**src/rtl/mdu_iterative_if.sv**
```systemverilog
// Execute-stage <-> multiply/divide unit bus for mdu_iterative.
// The pipeline is the master; the MDU is the slave.
`timescale 1ns/1ps
interface mdu_iterative_if #(
   parameter int WIDTH = 32
);
   // Handshake: start is the request and stays high while stall is high.
   // The request is accepted on the first edge where start=1, flush=0 and the
   // unit is idle. done pulses for one cycle together with the new hi/lo.
   // flush may abort an accepted request at any point before done.
   logic             start;
   logic [1:0]       op;
   logic [WIDTH-1:0] a;
   logic [WIDTH-1:0] b;
   logic             flush;
   logic             hi_we;
   logic             lo_we;
   logic [WIDTH-1:0] wdata;
   logic             stall;
   logic             busy;
   logic             done;
   logic [WIDTH-1:0] hi;
   logic [WIDTH-1:0] lo;

   modport master (
      output start, op, a, b, flush, hi_we, lo_we, wdata,
      input  stall, busy, done, hi, lo
   );

   modport slave (
      input  start, op, a, b, flush, hi_we, lo_we, wdata,
      output stall, busy, done, hi, lo
   );
endinterface

```
**src/rtl/mdu_iterative.sv**
```systemverilog
// Iterative radix-2 MULT/MULTU/DIV/DIVU unit that owns the HI/LO registers.
// Define MDU_FAST_MULT_EN to turn multiplies into a single-cycle operation.
`timescale 1ns/1ps
module mdu_iterative #(
   parameter int WIDTH = 32,
   parameter int CNT_W = $clog2(WIDTH) + 1
) (
   input  logic              clk,
   input  logic              rst,
   mdu_iterative_if.slave    bus,
   output logic [1:0]        dbg_state_o
);
   typedef enum logic [1:0] {S_IDLE = 2'd0, S_RUN = 2'd1, S_DONE = 2'd2} state_t;

   state_t           state_q;
   logic [CNT_W-1:0] cnt_q;
   logic [WIDTH-1:0] acc_q, mq_q, opd_q, hi_q, lo_q;
   logic             is_div_q, neg_res_q, neg_rem_q, div0_q, busy_q, done_q;

   logic             sgn_a, sgn_b;
   logic [WIDTH-1:0] abs_a, abs_b;

   assign sgn_a = ~bus.op[0] & bus.a[WIDTH-1];
   assign sgn_b = ~bus.op[0] & bus.b[WIDTH-1];
   assign abs_a = sgn_a ? -bus.a : bus.a;
   assign abs_b = sgn_b ? -bus.b : bus.b;

   // acc_q is the upper product half (multiply) or partial remainder (divide);
   // mq_q holds the multiplier bits or the dividend/quotient shift register.
   logic [WIDTH:0]     sum, shifted;
   logic               ge;
   logic [WIDTH-1:0]   acc_d, mq_d, quo, rem, hi_d, lo_d;
   logic [2*WIDTH-1:0] prod;

   always_comb begin
      sum     = {1'b0, acc_q} + (mq_q[0] ? {1'b0, opd_q} : '0);
      shifted = {acc_q, mq_q[WIDTH-1]};
      ge      = shifted >= {1'b0, opd_q};
      if (is_div_q) begin
         acc_d = ge ? (shifted[WIDTH-1:0] - opd_q) : shifted[WIDTH-1:0];
         mq_d  = {mq_q[WIDTH-2:0], ge};
      end else begin
         acc_d = sum[WIDTH:1];
         mq_d  = {sum[0], mq_q[WIDTH-1:1]};
      end
      prod = {acc_d, mq_d};
      if (neg_res_q) prod = -prod;
      quo = neg_res_q ? -mq_d : mq_d;
      if (div0_q) quo = '1;
      // With a zero divisor the remainder path returns |a|, so sign-correcting it yields raw a.
      rem  = neg_rem_q ? -acc_d : acc_d;
      hi_d = is_div_q ? rem : prod[2*WIDTH-1:WIDTH];
      lo_d = is_div_q ? quo : prod[WIDTH-1:0];
   end

`ifdef MDU_FAST_MULT_EN
   logic [2*WIDTH-1:0] ext_a, ext_b, fast_prod;
   assign ext_a     = {{WIDTH{sgn_a}}, bus.a};
   assign ext_b     = {{WIDTH{sgn_b}}, bus.b};
   assign fast_prod = ext_a * ext_b;
`endif

   always_ff @(posedge clk or negedge rst) begin
      if (!rst) begin
         state_q   <= S_IDLE;
         cnt_q     <= '0;
         acc_q     <= '0;
         mq_q      <= '0;
         opd_q     <= '0;
         hi_q      <= '0;
         lo_q      <= '0;
         is_div_q  <= 1'b0;
         neg_res_q <= 1'b0;
         neg_rem_q <= 1'b0;
         div0_q    <= 1'b0;
         busy_q    <= 1'b0;
         done_q    <= 1'b0;
      end else begin
         done_q <= 1'b0;
         if (bus.hi_we) hi_q <= bus.wdata;
         if (bus.lo_we) lo_q <= bus.wdata;
         case (state_q)
            S_IDLE: begin
               if (bus.start && !bus.flush) begin
`ifdef MDU_FAST_MULT_EN
                  if (!bus.op[1]) begin
                     hi_q    <= fast_prod[2*WIDTH-1:WIDTH];
                     lo_q    <= fast_prod[WIDTH-1:0];
                     done_q  <= 1'b1;
                     state_q <= S_DONE;
                  end else
`endif
                  begin
                     is_div_q  <= bus.op[1];
                     neg_res_q <= sgn_a ^ sgn_b;
                     neg_rem_q <= bus.op[1] & sgn_a;
                     div0_q    <= bus.op[1] & (bus.b == '0);
                     acc_q     <= '0;
                     mq_q      <= bus.op[1] ? abs_a : abs_b;
                     opd_q     <= bus.op[1] ? abs_b : abs_a;
                     cnt_q     <= CNT_W'(WIDTH);
                     busy_q    <= 1'b1;
                     state_q   <= S_RUN;
                  end
               end
            end
            S_RUN: begin
               if (bus.flush) begin
                  busy_q  <= 1'b0;
                  state_q <= S_IDLE;
               end else begin
                  acc_q <= acc_d;
                  mq_q  <= mq_d;
                  cnt_q <= cnt_q - CNT_W'(1);
                  // Final step: the result lands with done and overrides any MTHI/MTLO.
                  if (cnt_q == CNT_W'(1)) begin
                     hi_q    <= hi_d;
                     lo_q    <= lo_d;
                     busy_q  <= 1'b0;
                     done_q  <= 1'b1;
                     state_q <= S_DONE;
                  end
               end
            end
            default: state_q <= S_IDLE;
         endcase
      end
   end

   assign bus.stall   = (bus.start && (state_q == S_IDLE) && !bus.flush) || (state_q == S_RUN);
   assign bus.busy    = busy_q;
   assign bus.done    = done_q;
   assign bus.hi      = hi_q;
   assign bus.lo      = lo_q;
   assign dbg_state_o = state_q;
endmodule

```
**src/flat_wrapper.sv**
```systemverilog
// flat-port wrapper written by rule: the top's interface ports become plain ports
module mdu_iterative_flat 
#(
   parameter int WIDTH = 32,
   parameter int CNT_W = $clog2(WIDTH) + 1
)
  (clk, rst, dbg_state_o, bus_start, bus_op, bus_a, bus_b, bus_flush, bus_hi_we, bus_lo_we, bus_wdata, bus_stall, bus_busy, bus_done, bus_hi, bus_lo);
  mdu_iterative_if #(.WIDTH(WIDTH)) bus_i ();
  input  logic clk;
  input  logic rst;
  output logic [1:0] dbg_state_o;
  input wire logic [$bits(bus_i.start)-1:0] bus_start;
  input wire logic [$bits(bus_i.op)-1:0] bus_op;
  input wire logic [$bits(bus_i.a)-1:0] bus_a;
  input wire logic [$bits(bus_i.b)-1:0] bus_b;
  input wire logic [$bits(bus_i.flush)-1:0] bus_flush;
  input wire logic [$bits(bus_i.hi_we)-1:0] bus_hi_we;
  input wire logic [$bits(bus_i.lo_we)-1:0] bus_lo_we;
  input wire logic [$bits(bus_i.wdata)-1:0] bus_wdata;
  output wire logic [$bits(bus_i.stall)-1:0] bus_stall;
  output wire logic [$bits(bus_i.busy)-1:0] bus_busy;
  output wire logic [$bits(bus_i.done)-1:0] bus_done;
  output wire logic [$bits(bus_i.hi)-1:0] bus_hi;
  output wire logic [$bits(bus_i.lo)-1:0] bus_lo;
  assign bus_i.start = bus_start;
  assign bus_i.op = bus_op;
  assign bus_i.a = bus_a;
  assign bus_i.b = bus_b;
  assign bus_i.flush = bus_flush;
  assign bus_i.hi_we = bus_hi_we;
  assign bus_i.lo_we = bus_lo_we;
  assign bus_i.wdata = bus_wdata;
  assign bus_stall = bus_i.stall;
  assign bus_busy = bus_i.busy;
  assign bus_done = bus_i.done;
  assign bus_hi = bus_i.hi;
  assign bus_lo = bus_i.lo;
  mdu_iterative #(.WIDTH(WIDTH), .CNT_W(CNT_W)) u_core (.clk(clk), .rst(rst), .bus(bus_i), .dbg_state_o(dbg_state_o));
endmodule
```
**config.mk**
```make
export PLATFORM = sky130hd
export DESIGN_NAME = mdu_iterative_flat
export DESIGN_NICKNAME = d
export VERILOG_FILES = /design/src/rtl/mdu_iterative_if.sv /design/src/rtl/mdu_iterative.sv /design/src/flat_wrapper.sv
export SDC_FILE = /design/constraint.sdc
export NUM_CORES = 1
export LEC_CHECK = 0
export BUFFER_PORTS_ARGS = -buffer_cell sky130_fd_sc_hd__buf_2
export CAP_MARGIN = 30
export CORE_MARGIN = 10
export CORE_UTILIZATION = 60
export CTS_CLUSTER_SIZE = 8
export DETAILED_ROUTE_END_ITERATION = 12
export HOLD_SLACK_MARGIN = 0.15
export PLACE_DENSITY = 0.81
export SYNTH_ARGS = -nofsm -noshare
export SYNTH_HDL_FRONTEND = slang
export SYNTH_SLANG_ARGS = --single-unit
```
**constraint.sdc**
```tcl
create_clock -name clk -period 7.3 [get_ports clk]
set_input_delay 1.46 -clock clk [delete_from_list [all_inputs] [get_ports clk]]
set_output_delay 1.46 -clock clk [all_outputs]
set_load 0.005 [all_outputs]
```
==> impl_metrics.toml <==
[outcome]
status = "finished clean"

[synth]
yosysSeqAreaShare_pct = 26.2
synth_area_sq_um = 16600
synthCells = 2159
postSynth.asyncResetShare_pct = 100
synth_edf_count = 0
ys.warnings.count = 0
syn_avg_cell_area_sq_um = 7.71
ys_ff_latch = 174
synth_nets = 2335
synthDistinctLibCells = 89
synth_flop_cell = "dfrtp_1"

[power]
power.leakage_nw = 7.99
internal_power_w = 0.00358
seqPwrFrac_pct = 19.8
swShare_pct = 56.7
p_comb_share_pct = 68.2
switching_power_w = 0.00469
clockPowerShare_pct = 12.0
peakVddDrop_mv = 0.247
power_density_nw_per_um2 = 451

[routing]
wl_microns = 65000
drc = 0
ant_nets = 0
via_per_inst = 6.91
wl_per_cell_microns = 24.8
drt-pass1-iter-count = 8
vias = 18100
dr.first_iter.drc_count = 2949

[critical_path]
reg2reg_from = "u_core.acc_q[23]$_DFFE_PN0P_"
reg2reg_setup_slack_ns = 1.29
crit_arrival_ns = 6.36
cp-end-kind = "register"
required_ns = 7.65
cp_max_fo = 15
regToRegEndpoint = "u_core.bus.hi[24]$_DFF_PN0_"
reg2reg_depth = 17
cp-start-kind = "register"
worst-setup-path-type = "reg2reg"

[timing]
slew_headroom_pct = 28.9
setup_violations = 0
rsz0062_at_grt = "no"
fin_crit_ns = 6.01
hold_viol = 0
final-max-slew-violation-count = 0
tightest_slew_ns = 1.06
worst_clock_skew_ns = 0.0198
setup_tns_ns = 0
fmax_ghz = 0.166
fin_crit_sh_pct = 82.4
timing.final.ws_setup_ns = 1.29

[floorplan]
die_w_microns = 187
die_height_microns = 187
rows = 60
coreArea_sq_um = 27100
design.die.area_sq_um = 34800
initial_core_util_pct = 61.4
pin_count = 173

[worst_hold_path]
hp-class = "reg2reg"
whs_path_depth = 2
holdPathEnd = "u_core.div0_q$_DFFE_PN0P_"
hp-start = "u_core.div0_q$_DFFE_PN0P_"

[clock_tree]
post_cts_buffers = 0
clk_path_buf_depth = 2
clk_pin_slew_ns = 0.09
cts_tree = "yes"
clockRootBuffer = "clkbuf_16"
cts_made_buffers = 17
ctsResizeCount = 0
holdBufCountCts = 0
clk-insertion-delay-late_ns = 0.46
h-tree-depth = 4
cts.sinks = 174

[placement]
dpl.hpwl_microns = 50400
post-place-ws_ns = 1.56
gp_routability_congestion = 1.03
placed_cell_area_sq_um = 17600
portBuffers = 172
dp.cells = 2588

[final_layout]
nNetsFinal = 2414
drive_above_1_share_pct = 12.6
fillers = 2340
final-instance-count-excl-fill = 2623
fin_area_sq_um = 18300
area_growth_pct = 10.1
num_antenna_cells = 0

[global_routing]
grt_antenna_before_repair = 2
first_global_vias = 16700
grt_use_total_pct = 35.5
grt_pass1_wl_microns = 99300
overflow = 0
grt_max_degree = 98

[job]
drv_cap = 0
==> per-layer routing <==
metal	routed length [microns]	global-route usage, %
met4	2780	13.8
met5	27	0
met1	26400	49.1
met3	8940	10.3
met2	26900	50.9
==> cell type report <==
cell class              instances  area [sq um]  share of cell area [%]
multi-input cells            1768         11500                    62.6
flip-flops and latches        174          4360                    23.8
repair buffers                199          1110                    6.09
well taps                     372           465                    2.54
clock buffers                  17           425                    2.32
inverters                      78           293                    1.60
clock inverters                15           196                    1.07
==> worst max path at each step <==
| stage | start | endpoint | slack, ns |
|---|---|---|---|
| global route | u_core.acc_q[23]$_DFFE_PN0P_ | u_core.bus.hi[24]$_DFF_PN0_ | 0.88 |
| detailed placement | u_core.acc_q[23]$_DFFE_PN0P_ | u_core.bus.hi[24]$_DFF_PN0_ | 1.56 |
| global placement | u_core.acc_q[23]$_DFFE_PN0P_ | u_core.bus.hi[24]$_DFF_PN0_ | 1.63 |
| finish | u_core.acc_q[23]$_DFFE_PN0P_ | u_core.bus.hi[24]$_DFF_PN0_ | 1.29 |
| floorplan | u_core.acc_q[3]$_DFFE_PN0P_ | u_core.bus.hi[24]$_DFF_PN0_ | 2.47 |
| CTS | u_core.acc_q[23]$_DFFE_PN0P_ | u_core.bus.hi[24]$_DFF_PN0_ | 1.51 |
==> cells by family after synthesis <==
family | count (synthesis) | share of synthesized area, %
DFF | 174 | 26.2
AOI/OAI and AO/OA | 701 | 27.4
xor gates and xnor gates | 157 | 8.26
muxes | 101 | 6.17
and+or+nand+nor | 737 | 21.5
buffers and inverters | 217 | 5.03
adders and majority gates | 72 | 5.50
==> critical path: stages (launching register included) <==
cell	delay (ns)
dfrtp_1	0.44
ha_1	0.45
a21oi_1	0.34
o21ai_0	0.29
a22oi_1	0.38
a22o_1	0.59
a31oi_1	0.35
inv_1	0.24
ha_1	0.20
nor3b_1	0.23
o221ai_1	0.21
nor3_1	0.30
and2_0	0.41
nand2_1	0.11
o41ai_1	0.49
a32oi_1	0.20
or4_1	0.50
and3_1	0.17
==> per-stage QoR <==
step	hold slack, ns	power [W]	util, %
finish	0.526	0.00826	67.6
detailed placement	0.517	0.00693	65.1
CTS	0.533	0.00795	67.4
global route	0.568	0.00864	67.6
global placement	0.506	0.00689	65.1
floorplan	0.450	0.00515	-
==> registers in the layout, summed over array words and instances (netlist names) <==
signal,count
u_core.opd_q,32
u_core.cnt_q,6
u_core.bus.done,1
u_core.neg_rem_q,1
u_core.dbg_state_o,2
u_core.mq_q,32
u_core.bus.busy,1
u_core.bus.hi,32
u_core.acc_q,32
u_core.bus.lo,32
u_core.div0_q,1
u_core.neg_res_q,1
u_core.is_div_q,1
==> Yosys cell counts (all sizes together) (6+ instances only) <==
| library cell | n | area (sq um) |
|---|---|---|
| a41oi | 7 | 61.3 |
| nor2 | 189 | 712 |
| a21boi | 8 | 60.1 |
| clkbuf | 114 | 428 |
| o221ai | 11 | 96.3 |
| o211a | 6 | 60.1 |
| a31oi | 21 | 131 |
| o31ai | 21 | 158 |
| nand4 | 24 | 156 |
| a31o | 6 | 52.6 |
| o41ai | 13 | 121 |
| buf | 25 | 116 |
| nand3 | 32 | 160 |
| nor3 | 65 | 325 |
| xor2 | 68 | 596 |
| nand3b | 6 | 45.0 |
| or4 | 13 | 101 |
| ha | 70 | 876 |
| a211o | 11 | 96.3 |
| dfrtp | 174 | 4350 |
| inv | 77 | 289 |
| nor2b | 32 | 200 |
| o21a | 10 | 75.1 |
| o31a | 6 | 52.6 |
| nor4 | 17 | 106 |
| nor3b | 8 | 60.1 |
| o211ai | 31 | 233 |
| nand2b | 23 | 144 |
| or3 | 27 | 169 |
| a22o | 17 | 149 |
| nand2 | 217 | 817 |
| xnor2 | 89 | 780 |
| mux2i | 88 | 881 |
| a22oi | 42 | 315 |
| o21ai | 169 | 846 |
| o22ai | 11 | 68.8 |
| mux2 | 13 | 146 |
| or2 | 11 | 71.3 |
| a21o | 25 | 188 |
| o311ai | 6 | 60.1 |
| and3 | 12 | 75.1 |
| and2 | 45 | 282 |
| a211oi | 30 | 225 |
| a21oi | 196 | 981 |
==> cells in the final DEF (no fill, tap or decap), types with 27 or more instances in the layout <==
cell	count
nor2b_1	31
dfrtp_1	173
a211oi_1	30
a21oi_1	195
mux2i_1	88
buf_2	171
nor2_1	187
xor2_1	68
o211ai_1	31
nand2_1	216
inv_1	77
a22oi_1	42
or3_1	27
ha_1	70
nor3_1	65
nand3_1	31
xnor2_1	89
o21ai_0	166
and2_1	44
==> power groups by stage <==
stage               sequential (W)  clock, W  combinational [W]
finish                     0.00164  0.000994            0.00563
global route               0.00165   0.00102            0.00597
CTS                        0.00160  0.000988            0.00536
detailed placement         0.00161         0            0.00532
global placement           0.00160         0            0.00529
floorplan                  0.00144         0            0.00371
Power figures use the tool's default switching activity.
